### src/rtl/sin_pkg.sv
// sin_pkg: shared definitions for the quarter-wave sine NCO.
// Latency: n/a (types, constants, constant functions, elaboration check macro).
// Backpressure: n/a.
// Contents: quadrant codes Q0..Q3, fold() sign stage, quarter_sin() table generator,
//           SIN_CHECK_WIDTH elaboration guard.

`ifndef SIN_PKG_MACROS
`define SIN_PKG_MACROS
// Elaboration guard: the accumulator must hold the quadrant bits plus a full table address.
`define SIN_CHECK_WIDTH(PW, AW) \
  if ((PW) < (AW) + 2) begin : g_width_chk \
    $error("sin_nco: PHASE_WIDTH must be >= ADR_WIDTH+2"); \
  end
`endif

package sin_pkg;

  localparam logic [1:0] Q0 = 2'd0;
  localparam logic [1:0] Q1 = 2'd1;
  localparam logic [1:0] Q2 = 2'd2;
  localparam logic [1:0] Q3 = 2'd3;

  // pi in Q30 fixed point, used by the elaboration-time table generator.
  localparam longint PI_Q30 = 64'sd3373259426;

  // Sign stage of the quadrant fold. Mirroring of the address (~a) happens before
  // the ROM, so only the negation for the lower half-wave is applied here.
  function automatic logic signed [32:0] fold(input logic [31:0] mag, input logic [1:0] q);
    logic signed [32:0] m;
    m = $signed({1'b0, mag});
    return (q == Q2 || q == Q3) ? -m : m;
  endfunction

  // round((2**dw-1) * sin(pi/2 * (k+0.5) / 2**aw)) using a Q30 Taylor series.
  // Only ever called with constant arguments, so it folds away at elaboration.
  function automatic longint quarter_sin(input int k, input int aw, input int dw);
    longint x;
    longint term;
    longint sum;
    x = (PI_Q30 * longint'(2 * k + 1)) >>> (aw + 2);
    term = x;
    sum = x;
    for (int n = 1; n < 12; n++) begin
      term = (term * x) >>> 30;
      term = (term * x) >>> 30;
      term = -term / longint'((2 * n) * (2 * n + 1));
      sum = sum + term;
    end
    return ((longint'((1 << dw) - 1) * sum) + (64'sd1 <<< 29)) >>> 30;
  endfunction

endpackage

### src/rtl/sin_quarter_rom.sv
// sin_quarter_rom: quarter-wave sine magnitude table with two synchronous read ports.
// Latency: 1 clk from address to o_dat_*; outputs hold while i_rd_en=0.
// Backpressure: none; i_rd_en is the only qualifier (shared by both ports).
// Ports: i_clk clock; i_rd_en read enable; i_adr_a/i_adr_b addresses;
//        o_dat_a/o_dat_b registered unsigned magnitudes.

module sin_quarter_rom
  import sin_pkg::*;
#(
  parameter int DATA_WIDTH = 8,
  parameter int ADR_WIDTH  = 8,
  parameter     ROM_FILE   = "sin_table.dat"
) (
  input  logic                  i_clk,
  input  logic                  i_rd_en,
  input  logic [ADR_WIDTH-1:0]  i_adr_a,
  input  logic [ADR_WIDTH-1:0]  i_adr_b,
  output logic [DATA_WIDTH-1:0] o_dat_a,
  output logic [DATA_WIDTH-1:0] o_dat_b
);

  localparam int DEPTH = 2 ** ADR_WIDTH;

  // The table image is produced at elaboration from the same formula that generates
  // the offline hex file, so no file has to be present at build or run time.
  // ROM_FILE is kept so existing instantiations that name an image still elaborate.
  localparam int ROM_FILE_CHARS = $bits(ROM_FILE) / 8;
  if (ROM_FILE_CHARS == 0) begin : g_rom_file_chk
    $error("sin_quarter_rom: ROM_FILE must name the table image");
  end

  logic [DATA_WIDTH-1:0] w_ram [0:DEPTH-1];

  for (genvar k = 0; k < DEPTH; k++) begin : g_rom
    localparam logic [DATA_WIDTH-1:0] C_VAL = DATA_WIDTH'(quarter_sin(k, ADR_WIDTH, DATA_WIDTH));
    assign w_ram[k] = C_VAL;
  end

  logic [DATA_WIDTH-1:0] r_dat_a;
  logic [DATA_WIDTH-1:0] r_dat_b;

  always_ff @(posedge i_clk) begin
    if (i_rd_en) begin
      r_dat_a <= w_ram[i_adr_a];
      r_dat_b <= w_ram[i_adr_b];
    end
  end

  assign o_dat_a = r_dat_a;
  assign o_dat_b = r_dat_b;

endmodule

### src/rtl/sin_nco.sv
// sin_nco: phase-accumulator NCO producing signed full-wave sine and cosine.
// Latency: sample issued with en at edge n appears after edge n+1 with out_valid=1.
// Backpressure: none; en=0 inserts a bubble (outputs hold, out_valid=0).
// Ports: clk, rst (sync, active-high); en issue+advance; freq_word increment;
//        phase_load/phase_in accumulator overwrite; phase_out accumulator;
//        out_valid, sin_out, cos_out (signed DATA_WIDTH+1).

module sin_nco
  import sin_pkg::*;
#(
  parameter int DATA_WIDTH  = 8,
  parameter int ADR_WIDTH   = 8,
  parameter int PHASE_WIDTH = 16,
  parameter     ROM_FILE    = "sin_table.dat"
) (
  input  logic                   clk,
  input  logic                   rst,
  input  logic                   en,
  input  logic [PHASE_WIDTH-1:0] freq_word,
  input  logic                   phase_load,
  input  logic [PHASE_WIDTH-1:0] phase_in,
  output logic [PHASE_WIDTH-1:0] phase_out,
  output logic                   out_valid,
  output logic [DATA_WIDTH:0]    sin_out,
  output logic [DATA_WIDTH:0]    cos_out
);

  `SIN_CHECK_WIDTH(PHASE_WIDTH, ADR_WIDTH)

  logic [PHASE_WIDTH-1:0] r_phase;
  logic [1:0]             w_q;
  logic [ADR_WIDTH-1:0]   w_a;
  logic [ADR_WIDTH-1:0]   w_adr_sin;
  logic [ADR_WIDTH-1:0]   w_adr_cos;
  logic [DATA_WIDTH-1:0]  w_mag_sin;
  logic [DATA_WIDTH-1:0]  w_mag_cos;
  logic [1:0]             r_q1;
  logic                   r_v1;
  logic                   r_valid;
  logic [DATA_WIDTH:0]    r_sin;
  logic [DATA_WIDTH:0]    r_cos;

  // Quadrant and table address; bits below the address are simply truncated.
  assign w_q = r_phase[PHASE_WIDTH-1 -: 2];
  assign w_a = r_phase[PHASE_WIDTH-3 -: ADR_WIDTH];

  // Odd quadrants read the mirrored entry. Cosine sits one quadrant ahead, so its
  // mirror sense is the opposite of the sine's.
  assign w_adr_sin = w_q[0] ? ~w_a : w_a;
  assign w_adr_cos = w_q[0] ? w_a : ~w_a;

  sin_quarter_rom #(
    .DATA_WIDTH (DATA_WIDTH),
    .ADR_WIDTH  (ADR_WIDTH),
    .ROM_FILE   (ROM_FILE)
  ) u_rom (
    .i_clk   (clk),
    .i_rd_en (en),
    .i_adr_a (w_adr_sin),
    .i_adr_b (w_adr_cos),
    .o_dat_a (w_mag_sin),
    .o_dat_b (w_mag_cos)
  );

  always_ff @(posedge clk) begin
    if (rst) begin
      r_phase <= '0;
      r_q1    <= Q0;
      r_v1    <= 1'b0;
      r_valid <= 1'b0;
      r_sin   <= '0;
      r_cos   <= '0;
    end else begin
      // Load has priority; the sample issued this cycle still uses the old phase.
      if (phase_load) begin
        r_phase <= phase_in;
      end else if (en) begin
        r_phase <= r_phase + freq_word;
      end

      // Stage 1: quadrant travels alongside the registered ROM reads.
      if (en) begin
        r_q1 <= w_q;
      end
      r_v1 <= en;

      // Stage 2: apply sign; outputs only move when a sample is in flight.
      r_valid <= r_v1;
      if (r_v1) begin
        r_sin <= (DATA_WIDTH+1)'(fold(32'(w_mag_sin), r_q1));
        r_cos <= (DATA_WIDTH+1)'(fold(32'(w_mag_cos), r_q1 + 2'd1));
      end
    end
  end

  assign phase_out = r_phase;
  assign out_valid = r_valid;
  assign sin_out   = r_sin;
  assign cos_out   = r_cos;

endmodule
### config.mk
export PLATFORM = sky130hd
export DESIGN_NAME = sin_nco
export DESIGN_NICKNAME = d
export VERILOG_FILES = /design/src/rtl/sin_pkg.sv /design/src/rtl/sin_quarter_rom.sv /design/src/rtl/sin_nco.sv
export SDC_FILE = /design/constraint.sdc
export NUM_CORES = 1
export LEC_CHECK = 0
export CORE_MARGIN = 10
export CORE_UTILIZATION = 60
export DETAILED_ROUTE_END_ITERATION = 8
export PLACE_DENSITY = 0.89
export REMOVE_ABC_BUFFERS = 1
export SETUP_SLACK_MARGIN = 0.4
export SLEW_MARGIN = 20
export SYNTH_ARGS = -nofsm -noshare
export SYNTH_HDL_FRONTEND = slang
export SYNTH_SLANG_ARGS = --single-unit
### constraint.sdc
create_clock -name clk -period 4.5 [get_ports clk]
set_input_delay 0.9 -clock clk [delete_from_list [all_inputs] [get_ports clk]]
set_output_delay 0.9 -clock clk [all_outputs]
set_load 0.01 [all_outputs]
==> flow_metrics.tcl <==
set metrics [dict create \
    run_status "complete, no violations" \
    clk_pin_slew_ns 0.08 \
    cts_tree "yes" \
    critPathKind "register to register" \
    p_per_area_nw_per_um2 344 \
    hp-class "register to register" \
    mappedNetlistArea_um2 8250 \
    maxCapViolCount 0 \
    synthCells 1201 \
    synthArstFlopShare 0 \
    core_um2 13300 \
    detail_route.wl_per_cell_um 26.1 \
    die_area_um2 18800 \
    cts_buffers 5 \
    synth_edf_count 16 \
    yosys.area.top_type "dfxtp_1" \
    drt-total-wl_um 35800 \
    grt_pass1_vias 9156 \
    fin_crit_sh 0.814 \
    pre_cts_ws_ns 1.00 \
    synth_compound_gate_area_share 0.410 \
    cts_resized 0 \
    ys.flop_type "dfxtp_1" \
    num_vias 10300 \
    muxShareOfSynthArea 0.0258 \
    clk_latency_ns 0.31 \
    synth_seq_cells 54 \
    grt_pass1_wl_um 53300 \
    synth_fa_ha_area_frac 0.0616 \
    drc 0 \
    power_leakage_nw 3.20 \
    path_delay_family "compound AO/OA/AOI/OAI gates" \
    synth_top_area_frac 0.0922 \
    cts.sinks 54 \
    htree_levels 2 \
    drv_slew 0 \
    finalClockSkew_ns 0.00751 \
    cpMostUsedCell "o21ai_0" \
    cts_setup_buffers 0 \
    io-pin-count 71 \
    crit_path_max_incr_delay_ns 0.72 \
    area_delta_synth_final_pct 9.17 \
    synthDistinctLibCells 84 \
    setup_violations 0 \
    synth.avg_cell_area_um2 6.87 \
    worst_slack_ns 0.835 \
    place.gp.congestion 1.14 \
    numPortBuffers 70 \
    final.setup.tns_ns 0 \
    report.final.hold_viol_count 0 \
    crit_buf_inv 1 \
    tightest_slew_ns 1.13 \
    seqCellArea_um2 1250 \
    seq_area_frac_synth 0.150 \
    worstSetupStartpointType "register" \
    overflow 0 \
    grt_setup_unrepaired "false" \
    placedCellCount 1363 \
    antenna_found_initial 0 \
    n_antenna_cell 0 \
    critPathRequiredTime_ns 4.53 \
    clock_path_buffers 2 \
    drive_gt1_frac 0.0720 \
    grtUsageTotal 0.359 \
    max_freq_mhz 273 \
    multiInputGateArea_um2 6270 \
    antenna_left 0 \
    fin_cells 1371 \
    rrSetupSlack_ns 0.84 \
    num_rows 42 \
    synth_xor_area_frac 0.0458 \
    layout.nets 1270 \
    synthSimpleGateAreaFrac 0.214 \
    grt_max_degree 77 \
    period_minus_slack_ns 3.66 \
    synth_area_leaders "dfxtp_1, a21oi_1, o21ai_0" \
    worstPathCellList "xor2_4, inv_1, ha_1, mux2_2, nand2_1, o21ai_0, o21ai_0, o32ai_1, a211oi_1, o22ai_1" \
    holdBufCountCts 0 \
    initial_core_util 0.618 \
    drt_pass1_iterations 7 \
    arrival_ns 3.69 \
    crit_path_max_fanout 38 \
    drtIter0Drc 2084 \
    root_buffer "clkbuf_16" \
    die_y_um 137 \
    vdd_ir_drop_max_mv 0.176 \
    yosys_warnings 0 \
    place_hpwl_um 24900 \
    fillers 1207 \
    critPathSlowestCell "dfxtp_4" \
    synth_top_family_by_area "compound AO/OA/AOI/OAI gates" \
    die_w_um 137 \
    via_per_inst 7.49 \
    crit_path_end_kind "register" \
    max_slew_margin 0.245 \
]
-- stage by stage --
stage / power, W / hold slack (ns) / util / area [um2]
final: 0.00310 / 0.484 / 0.675 / 9010
after global routing: 0.00321 / 0.498 / 0.675 / 9010
after CTS: 0.00297 / 0.490 / 0.675 / 9010
after detailed placement: 0.00257 / 0.478 / 0.664 / 8870
after global placement: 0.00256 / 0.474 / 0.664 / 8870
after floorplan: 0.00191 / 0.490 / - / 7600
-- path summary, 6_finish.rpt --
check | startpoint | to | cells after the start
hold / removal | cos_out[3] | cos_out[3] | 2
setup / recovery | phase_out[14] | u_rom.o_dat_b[1] | 10
hold reg to reg | cos_out[3] | cos_out[3] | 2
setup reg to reg | phase_out[14] | u_rom.o_dat_b[1] | 10
-- logic make-up after synthesis --
kind of cell               Yosys count
AOI/OAI and AO/OA                  511
and+or+nand+nor                    387
buffers and inverters              153
DFF                                 54
adders and majority gates           40
xor gates and xnor gates            35
muxes                               21
-- layout by cell type (no fill, tap or decap), types with 26 or more instances in the layout --
master           count
nor2_1             133
a21oi_1            121
nand2_1            112
o21ai_0            109
clkdlybuf4s50_1     69
buf_4               40
ha_1                39
a211oi_1            34
dfxtp_1             34
nand3_1             33
o211ai_1            32
o22ai_1             29
nor2b_1             26
-- flip-flops by register name, summed over array words and instances, names as in the netlist --
signal         cells
cos_out            9
phase_out         16
r_q1               2
sin_out            9
u_rom.o_dat_b      8
r_v1               1
u_rom.o_dat_a      8
out_valid          1
-- cells in the mapped netlist (24+ instances only) --
cell and count:
nor2_1 133, o211ai_1 32, o22ai_1 29, nor2b_1 26, clkbuf_1 48, dfxtp_1 38
a21oi_1 121, o21ai_0 109, nor3_1 25, nand3_1 33, buf_2 49, a211oi_1 34
nand2_1 112, inv_1 24, ha_1 39
-- worst register-to-register path, delay by kind of cell (launching register included) --
| family | cells | cell delay (ns) |
|---|---|---|
| muxes | 1 | 0.38 |
| DFF | 1 | 0.72 |
| buffers and inverters | 1 | 0.23 |
| xor gates and xnor gates | 1 | 0.39 |
| adders and majority gates | 1 | 0.58 |
| and+or+nand+nor | 1 | 0.06 |
| AOI/OAI and AO/OA | 5 | 1.03 |
-- final cells by class --
class | instances | area share
Inverter | 28 | 0.0119
Timing Repair Buffer | 111 | 0.113
Clock inverter | 2 | 0.00139
Tap cell | 176 | 0.0244
Clock buffer | 6 | 0.0143
Sequential cell | 54 | 0.139
Multi-Input combinational cell | 994 | 0.696
-- report_power, final --
| part | switching [W] | internal [W] | leakage, nW |
|---|---|---|---|
| logic | 0.00129 | 0.000702 | 2.66 |
| registers | 0.000122 | 0.000575 | 0.469 |
| clock network | 0.000199 | 0.000208 | 0.0717 |
| total | 0.00162 | 0.00149 | 3.20 |
-- per-layer routing --
metal	vias to the layer above	global-route usage	share of wire
li1	4510	-	-
met1	4600	0.448	0.36
met2	922	0.542	0.42
met3	240	0.0943	0.15
met4	0	0.222	0.076
met5	-	0	0
No activity file was read; power rests on OpenSTA's default activity.
